==> config.mk <==
export PLATFORM = sky130hd
export DESIGN_NAME = bf16_acc
export DESIGN_NICKNAME = d
export VERILOG_FILES = /design/src/rtl/bf16_pkg.sv /design/src/rtl/bf16_add.sv /design/src/rtl/bf16_acc.sv
export SDC_FILE = /design/constraint.sdc
export NUM_CORES = 1
export LEC_CHECK = 0
export ABC_AREA = 0
export BUFFER_PORTS_ARGS = -buffer_cell sky130_fd_sc_hd__buf_4
export CELL_PAD_IN_SITES_DETAIL_PLACEMENT = 1
export CELL_PAD_IN_SITES_GLOBAL_PLACEMENT = 1
export CORE_MARGIN = 8
export CORE_UTILIZATION = 42
export CTS_CLUSTER_DIAMETER = 40
export DETAILED_ROUTE_END_ITERATION = 12
export PLACE_DENSITY_LB_ADDON = 0.1
export SLEW_MARGIN = 40
export SYNTH_ARGS = -nofsm -noshare
export SYNTH_HDL_FRONTEND = slang
export SYNTH_SLANG_ARGS = --single-unit
==> constraint.sdc <==
create_clock -name clk -period 7.6 [get_ports clk]
set_input_delay 0.76 -clock clk [delete_from_list [all_inputs] [get_ports clk]]
set_output_delay 0.76 -clock clk [all_outputs]
set_load 0.02 [all_outputs]
==> src/rtl/bf16_pkg.sv <==
// Shared BF16 field widths, operand struct and accumulator FSM states.
package bf16_pkg;
    localparam int E = 8;
    localparam int M = 7;
    localparam logic [E-1:0] EXP_SPECIAL = 8'hFF;

    typedef struct packed {
        logic         s;
        logic [E-1:0] e;
        logic [M-1:0] m;
    } bf16_t;

    typedef enum logic [1:0] {IDLE, ACC, ADD, DONE} acc_state_e;
endpackage

==> src/rtl/bf16_add.sv <==
// Combinational BF16 adder for normal operands; result truncated toward zero,
// exact cancellation or exponent underflow gives +0.
module bf16_add
    import bf16_pkg::*;
(
    input  logic         a_s,
    input  logic [E-1:0] a_e,
    input  logic [M-1:0] a_m,
    input  logic         b_s,
    input  logic [E-1:0] b_e,
    input  logic [M-1:0] b_m,
    output logic         s_o,
    output logic [E-1:0] e_o,
    output logic [M-1:0] m_o
);
    // Significand plus guard, round and sticky bits.
    localparam int W  = M + 4;
    localparam int TW = M + 1 + W;

    logic          swap;
    logic [E-1:0]  e_big, e_sml, d;
    logic [M:0]    sig_big, sig_sml;
    logic [W-1:0]  x_big, x_sml, diff, norm;
    logic [TW-1:0] tmp;
    logic [W:0]    sum;
    logic [3:0]    lz;
    logic          unused_bits;

    always_comb begin
        swap    = {b_e, b_m} > {a_e, a_m};
        e_big   = swap ? b_e : a_e;
        e_sml   = swap ? a_e : b_e;
        sig_big = {1'b1, swap ? b_m : a_m};
        sig_sml = {1'b1, swap ? a_m : b_m};
        d       = e_big - e_sml;
        x_big   = {sig_big, 3'b000};
        tmp     = {sig_sml, W'(0)} >> d;
        x_sml   = (d >= E'(W)) ? W'(1) : {tmp[TW-1 -: W-1], |tmp[TW-W:0]};

        sum  = {1'b0, x_big} + {1'b0, x_sml};
        diff = x_big - x_sml;
        lz   = 4'(W);
        for (int i = 0; i < W; i++)
            if (diff[i]) lz = 4'(W - 1 - i);
        norm = diff << lz;

        s_o = swap ? b_s : a_s;
        e_o = '0;
        m_o = '0;
        if (a_s == b_s) begin
            if (sum[W]) begin
                e_o = e_big + 1'b1;
                m_o = sum[W-1 -: M];
            end else begin
                e_o = e_big;
                m_o = sum[W-2 -: M];
            end
        end else if (diff == '0 || {1'b0, e_big} <= (E+1)'(lz)) begin
            s_o = 1'b0;
        end else begin
            e_o = e_big - E'(lz);
            m_o = norm[W-2 -: M];
        end
    end

    assign unused_bits = ^{sum[3:0], norm[2:0]};
endmodule

==> src/rtl/bf16_acc.sv <==
// Packet accumulator: each BF16 beat is added into a registered running sum;
// the total, element count and exception flag are held until accepted.
module bf16_acc
    import bf16_pkg::*;
#(
    parameter int CNT_W = 8
) (
    input  logic             clk,
    input  logic             rst,
    input  logic             in_valid_i,
    output logic             in_ready_o,
    input  logic [15:0]      in_data_i,
    input  logic             in_last_i,
    output logic             out_valid_o,
    input  logic             out_ready_i,
    output logic [15:0]      out_data_o,
    output logic [CNT_W-1:0] out_cnt_o,
    output logic             out_exc_o
);
    acc_state_e       state_q, state_d;
    bf16_t            acc_q, op_q, sum, in_op;
    logic [CNT_W-1:0] cnt_q;
    logic             exc_q, last_q, in_exc;
    logic             add_s;
    logic [E-1:0]     add_e;
    logic [M-1:0]     add_m;

    assign in_op  = bf16_t'(in_data_i);
    assign in_exc = (in_op.e == EXP_SPECIAL);

    bf16_add u_add (
        .a_s(acc_q.s), .a_e(acc_q.e), .a_m(acc_q.m),
        .b_s(op_q.s),  .b_e(op_q.e),  .b_m(op_q.m),
        .s_o(add_s),   .e_o(add_e),   .m_o(add_m)
    );

    // Zero-exponent operands are treated as zero and skip the adder.
    always_comb begin
        sum = {add_s, add_e, add_m};
        if (op_q.e == '0)       sum = acc_q;
        else if (acc_q.e == '0) sum = op_q;
    end

    always_ff @(posedge clk or posedge rst) begin
        if (rst) state_q <= IDLE;
        else     state_q <= state_d;
    end

    always_comb begin
        state_d     = state_q;
        in_ready_o  = 1'b0;
        out_valid_o = 1'b0;
        case (state_q)
            IDLE: begin
                in_ready_o = 1'b1;
                if (in_valid_i) state_d = in_last_i ? DONE : ACC;
            end
            ACC: begin
                in_ready_o = 1'b1;
                if (in_valid_i) state_d = ADD;
            end
            ADD:  state_d = last_q ? DONE : ACC;
            DONE: begin
                out_valid_o = 1'b1;
                if (out_ready_i) state_d = IDLE;
            end
            default: state_d = IDLE;
        endcase
    end

    always_ff @(posedge clk or posedge rst) begin
        if (rst) begin
            acc_q  <= '0;
            op_q   <= '0;
            cnt_q  <= '0;
            exc_q  <= 1'b0;
            last_q <= 1'b0;
        end else begin
            case (state_q)
                IDLE: if (in_valid_i) begin
                    acc_q <= in_op;
                    cnt_q <= CNT_W'(1);
                    exc_q <= in_exc;
                end
                ACC: if (in_valid_i) begin
                    op_q   <= in_op;
                    last_q <= in_last_i;
                    exc_q  <= exc_q | in_exc;
                end
                ADD: begin
                    acc_q <= sum;
                    if (cnt_q != '1) cnt_q <= cnt_q + 1'b1;
                end
                default: ;
            endcase
        end
    end

    assign out_data_o = acc_q;
    assign out_cnt_o  = cnt_q;
    assign out_exc_o  = exc_q;
endmodule

# [After elaboration in Yosys (flattened, before gate mapping)]
# Cells that the tools add are included.
[classes] addsub=6 magnitude_cmp=3 eq_ne=11 n_shift=2 n_mux=43 n_bitwise=1 reduce_logical=14
[ops] operator="$mux 8" n=7
[ops] operator="$mux 16" n=3
[ops] operator="$mux 7" n=5
[ops] operator="$mux 4" n=8
[ops] operator="$pmux 16 s2" n=1
[ops] operator="$shr 19x8->19" n=1
[ops] operator="$add 8x1->8 const B" n=2
[ops] operator="$logic_not 8->1" n=2
[ops] operator="$pmux 8 s2" n=1
[ops] operator="$gt 15x15->1" n=1
[ops] operator="$mux 2" n=7
[ops] operator="$add 11x11->12" n=1
[ops] operator="$reduce_and 3->1" n=4
[ops] operator="$logic_not 11->1" n=1
[ops] operator="$mux 11" n=1
[ops] operator="$shl 11x4->10" n=1
[ops] operator="$sub 11x11->11" n=1
[ops] operator="$ne 2x2->1 const B" n=5
[ops] operator="$reduce_or 9->1" n=1
[ops] operator="$eq 8x8->1 const B" n=1
[ops] operator="$ge 8x4->1 const B" n=1
[ops] operator="$le 8x4->1" n=1
[ops] operator="$mux 1" n=8
[ops] operator="$ne 8x8->1 const B" n=1
[ops] operator="other kinds (13)" n=15
[totals] reg_bits=44 output_inout_bits=27 wordCells=90

# [Longest topological paths before layout]
[logic_depth] depth_word=25 mapped_depth=49

# [Hierarchy]
# From an unflattened synthesis, not the netlist that was laid out.
[hier_totals] hier_cells=804 hier_area_um2=6381.1
[modules_own_cells] module="bf16_add" instances=1 cells_each=573 area_each_um2=3985.1 seq_area_each_um2=0.0
[modules_own_cells] module="bf16_acc" instances=1 cells_each=231 area_each_um2=2396.0 seq_area_each_um2=1101.1

# [Worst setup path before layout]
# No wires, ideal clock.
[synth_path] path_type="reg-to-reg" startpoint="register acc_q (netlist bit out_data_o[13])" endpoint="register acc_q (netlist bit out_data_o[5])" arrival_ps=8564 t_required_ps=7505 path_slack_ps=-1060 path_stages_with_launch=47 path_buffers=10 period_less_slack_ps=8660 path_cell_list="dfrtp_1 -> inv_1 -> ha_1 -> buf_6 -> and4_1 -> buf_4 -> and2_4 -> and3_1 -> buf_6 -> a21oi_4 -> buf_6 -> clkbuf_1 -> buf_1 -> o21ai_0 -> inv_1 -> ha_1 -> a221oi_2 -> o211a_1 -> [11 not listed] -> o41a_1 -> o311a_1 -> nand3_1 -> o21a_1 -> buf_6 -> inv_4 -> ha_1 -> fa_1 -> nor2b_1 -> o21ai_0 -> nand2b_1 -> nand2_1 -> nand4b_1 -> and2_1 -> clkbuf_2 -> o31ai_4 -> or3_1 -> o31ai_1"
[synth_between] elab_chain_cells=25 elab_cells_between_ends=34 classes_between="3 x add/sub; 3 x order compare; 2 x shift; 22 x mux; 4 x reduce/logical"
[synth_rtl] item="from (decl)" line="bf16_acc.sv:21" text="bf16_t acc_q, op_q, sum, in_op;"
[synth_rtl] item="from (signal assigned)" line="bf16_acc.sv:81" text="acc_q <= in_op;"
[synth_rtl] item="from (signal assigned)" line="bf16_acc.sv:91" text="acc_q <= sum;"
[synth_rtl] item="$gt 15x15->1" line="bf16_add.sv:30" text="swap = {b_e, b_m} > {a_e, a_m};"
[synth_rtl] item="$mux 8, on equally long branches" line="bf16_add.sv:31, bf16_add.sv:32"
[synth_rtl] item="$sub 8x8->8" line="bf16_add.sv:35" text="d = e_big - e_sml;"
[synth_rtl] item="$shr 19x8->19" line="bf16_add.sv:37" text="tmp = {sig_sml, W'(0)} >> d;"
[synth_rtl] item="$reduce_or 9->1" line="bf16_add.sv:38" text="x_sml = (d >= E'(W)) ? W'(1) : {tmp[TW-1 -: W-1], |tmp[TW-W:0]};"
[synth_rtl] item="$mux 11" line="bf16_add.sv:38"
[synth_rtl] item="$sub 11x11->11" line="bf16_add.sv:41" text="diff = x_big - x_sml;"
[synth_rtl] item="$mux 1" line="bf16_add.sv:44" text="if (diff[i]) lz = 4'(W - 1 - i);"
[synth_rtl] item="$mux 2 (2 in a row)" line="bf16_add.sv:44"
[synth_rtl] item="$mux 4 (8 in a row)" line="bf16_add.sv:44"
[synth_rtl] item="$le 8x4->1" line="bf16_add.sv:58" text="end else if (diff == '0 || {1'b0, e_big} <= (E+1)'(lz)) begin"
[synth_rtl] item="$logic_or 1x1->1" line="bf16_add.sv:58"
[synth_rtl] item="$mux 7" line="bf16_add.sv:58"
[synth_rtl] item="$mux 7" line="bf16_add.sv:50" text="if (a_s == b_s) begin"
[synth_rtl] item="$mux 16 (*)" line="bf16_acc.sv:41" text="else if (acc_q.e == '0) sum = op_q;"
[synth_rtl] item="$mux 16 (*)" line="bf16_acc.sv:40" text="if (op_q.e == '0) sum = acc_q;"
[synth_rtl] item="$pmux 16 s2 (*)" line="bf16_acc.sv:79" text="case (state_q)"
# Every way passes the cells marked *; elsewhere a longest branch is shown, timed or not. The select of a mux whose other input is x is not followed.
# A chain may end at the register's enable or synchronous reset.

# [Worst setup path after layout]
# Same ends and word-level chain as after synthesis.

==> impl_results.md <==
- Status: finished clean
- ANT nets after route: 0
- Post-placement cell area: approximately 0.0073 mm²
- Worst-case headroom to the max-slew limit: 0.513
- # DRC: 0
- Worst r2r path cells: 34
- Clock Path Buffers: 2
- GRT Util Overall: 0.262
- Min-delay src: out_exc_o
- Top Ports: 48
- Worst-case clock skew: 0.00989 ns
- Vias in the first global route: 6898
- # diodes: 0
- Fin area: 0.00813 mm²
- Mapped Cells: 761
- Post-DP HPWL: a little under 20000 µm
- HP Class: reg2reg
- CTS buffer count: 5
- Primary FF master, synth: dfrtp_1
- Critical path peak fanout: 5
- Final #Nets: 967
- First-pass DRT Iterations: 5
- CP Launch Type: flop
- Die width: 135 µm
- Synth Warn #: 0
- Total die area: around 0.018 mm²
- Post-synth top area share: 0.184
- GPL Wtd Cong: 0.931
- Synth Register Bits: 44
- Setup slack, reg-to-reg: around 0.1 ns
- Part of the cycle the worst path needs: 0.987
- Final hold vios: 0
- Endpoints failing setup: 0
- Most used cell, CP: ha_4
- Maximum achievable frequency: 133 MHz
- Crit-path slowest cell: o41a_1
- Most frequent cell after synthesis: nor2_1
- Max incr delay on CP: between 0.5 and 0.6 ns
- H-tree Lvls: 2
- CP bufs+invs: 4
- Hold Path Cell Cnt: 2
- Minimum clock period: 7.50 ns
- Final Max Slew Viols: 0
- Number of enable flip-flop cells after synthesis: 0
- Clk slew on worst S/H paths: 0.07 ns
- Root buf cell: clkbuf_16
- Synth top cells by count: nor2_1, nand2_1, a21oi_1
- Syn_area_per_cell: around 7.9 µm²
- # hold bufs at CTS: 0
- Synth area leaders: dfrtp_1, ha_1, a21oi_1
- IO Port Bufs: between 40 and 50
- Vias per cell: 6.52
- Synthesized net count: about 800
- CTS tree: done
- Placed Instances: around 1000
- Largest net degree at the start of global routing: 45
- Crit path capture type: flop
- FP Rows: 43
- Pin slew with the least headroom to its limit: roughly 0.72 ns
- Worst Path Required: around 7.8 ns
- CP arrival: ~7.7 ns
- Cell accounting for the most synthesized area: dfrtp_1
- Share of cells above drive strength 1: 0.374
- Sink Count: 44
- Initial Util: 0.431
- Max-capacitance violation count: 0
- Die height: 135 µm
- Layout area overhead: 35.8%
- GR Overflow Total: 0
- Asr flop ratio synth: 1.00
- Crit path max-delay family: compound AO/OA/AOI/OAI gates
- Crit Path Category: reg2reg
- RSZ-0062 raised after global routing: true
- DR WL/cell: around 24 µm
- Initial antenna violation count: 0
- DR iter-0 viols: 570
- Post-Layout Cell Count: 1088
- Skew-Pair Late Insertion Delay: 0.29 ns
- R2R Path Start: out_data_o[13]
- Core box area: 0.0139 mm²
- Sequential share of the synthesized area: 0.184
- Drt total wl: 26400 µm
- DR vias: 7095
- First-pass GRT wire length: 38300 µm
- Synth unique cells: 91
- Hold Path End: out_exc_o
- Mapped Area: roughly 0.006 mm²
- FF-to-FF End: out_data_o[5]
cell usage in the layout, fill, tap and decap left out, types with 19 or more instances in the layout:
| cell type | instances |
|---|---|
| ha_1 | 20 |
| mux2_2 | 19 |
| buf_4 | 172 |
| mux2i_1 | 21 |
| a21oi_1 | 55 |
| dfrtp_1 | 32 |
| nand2_1 | 59 |
| inv_1 | 35 |
| o21ai_0 | 41 |
| nor2_1 | 70 |
sequential cells by signal, summed over array words and instances, names as in the netlist:
register,flops
op_q,16
out_data_o,16
out_cnt_o,8
state_q,2
last_q,1
out_exc_o,1
worst max path at each step:
stage	from	end	slack, ns	cells after the start
after CTS	out_data_o[9]	out_data_o[6]	0.005	40
after global placement	out_data_o[14]	out_data_o[6]	-0.32	34
after global routing	out_data_o[12]	out_data_o[5]	-0.20	34
after floorplan	out_data_o[13]	out_data_o[5]	-0.08	47
after detailed placement	out_data_o[9]	out_data_o[6]	-0.30	35
final	out_data_o[13]	out_data_o[5]	0.1	34
worst register-to-register path, delay by kind of cell (launching register included):
kind                     cells  cell delay, ns
AO/OA/AOI/OAI               14            3.14
flip-flops                   1            0.45
adder cells (fa/ha/maj)      4            1.14
AND/OR/NAND/NOR             11            2.01
XOR/XNOR                     1            0.33
buffers and inverters        4            0.30
timing repair:
action	in CTS	in global routing
setup endpoints to repair	15	16
gates resized for setup	9	77
pin swaps	5	42
setup buffers	3	32
per-stage QoR:
| stage | hold WS [ns] | TNS [ns] | worst slack, ns | utilization |
|---|---|---|---|---|
| after floorplan | 0.480 | -0.155 | -0.0845 | - |
| after global placement | 0.493 | -3.11 | -0.319 | 0.522 |
| after detailed placement | 0.514 | -3.03 | -0.297 | 0.523 |
| after CTS | 0.535 | 0 | 0.00511 | 0.541 |
| after global routing | 0.569 | -0.861 | -0.205 | 0.586 |
| final | 0.524 | 0 | 0.100 | 0.586 |
cells by family after synthesis:
logic type,share of synthesized area
multiplexers,0.0905
XOR/XNOR,0.0437
buffers and inverters,0.0669
AO/OA/AOI/OAI,0.308
adder cells (fa/ha/maj),0.0841
flip-flops,0.184
AND/OR/NAND/NOR,0.223
layout make-up:
| cell class | count | area, µm² |
|---|---|---|
| Sequential cell | 44 | 1120 |
| Clock inverter | 2 | 38.8 |
| Multi-Input combinational cell | 631 | 5050 |
| Fill cell | 1626 | 5750 |
| Timing Repair Buffer | 177 | 1360 |
| Inverter | 48 | 205 |
| Tap cell | 180 | 225 |
| Clock buffer | 6 | 139 |
routing by layer:
metal | global-route usage | wire length, µm | part of all wire | vias up
li1 | - | - | - | 3168
met4 | 0.0666 | 750 | 0.028 | 0
met3 | 0.0371 | 1900 | 0.072 | 57
met2 | 0.427 | 12400 | 0.47 | 338
met5 | 0 | 0 | 0 | -
met1 | 0.354 | 11400 | 0.43 | 3532
Power is left out: the tool's default activity adds up to more than one toggle a clock period on the data nets, which glitch-free logic cannot reach.
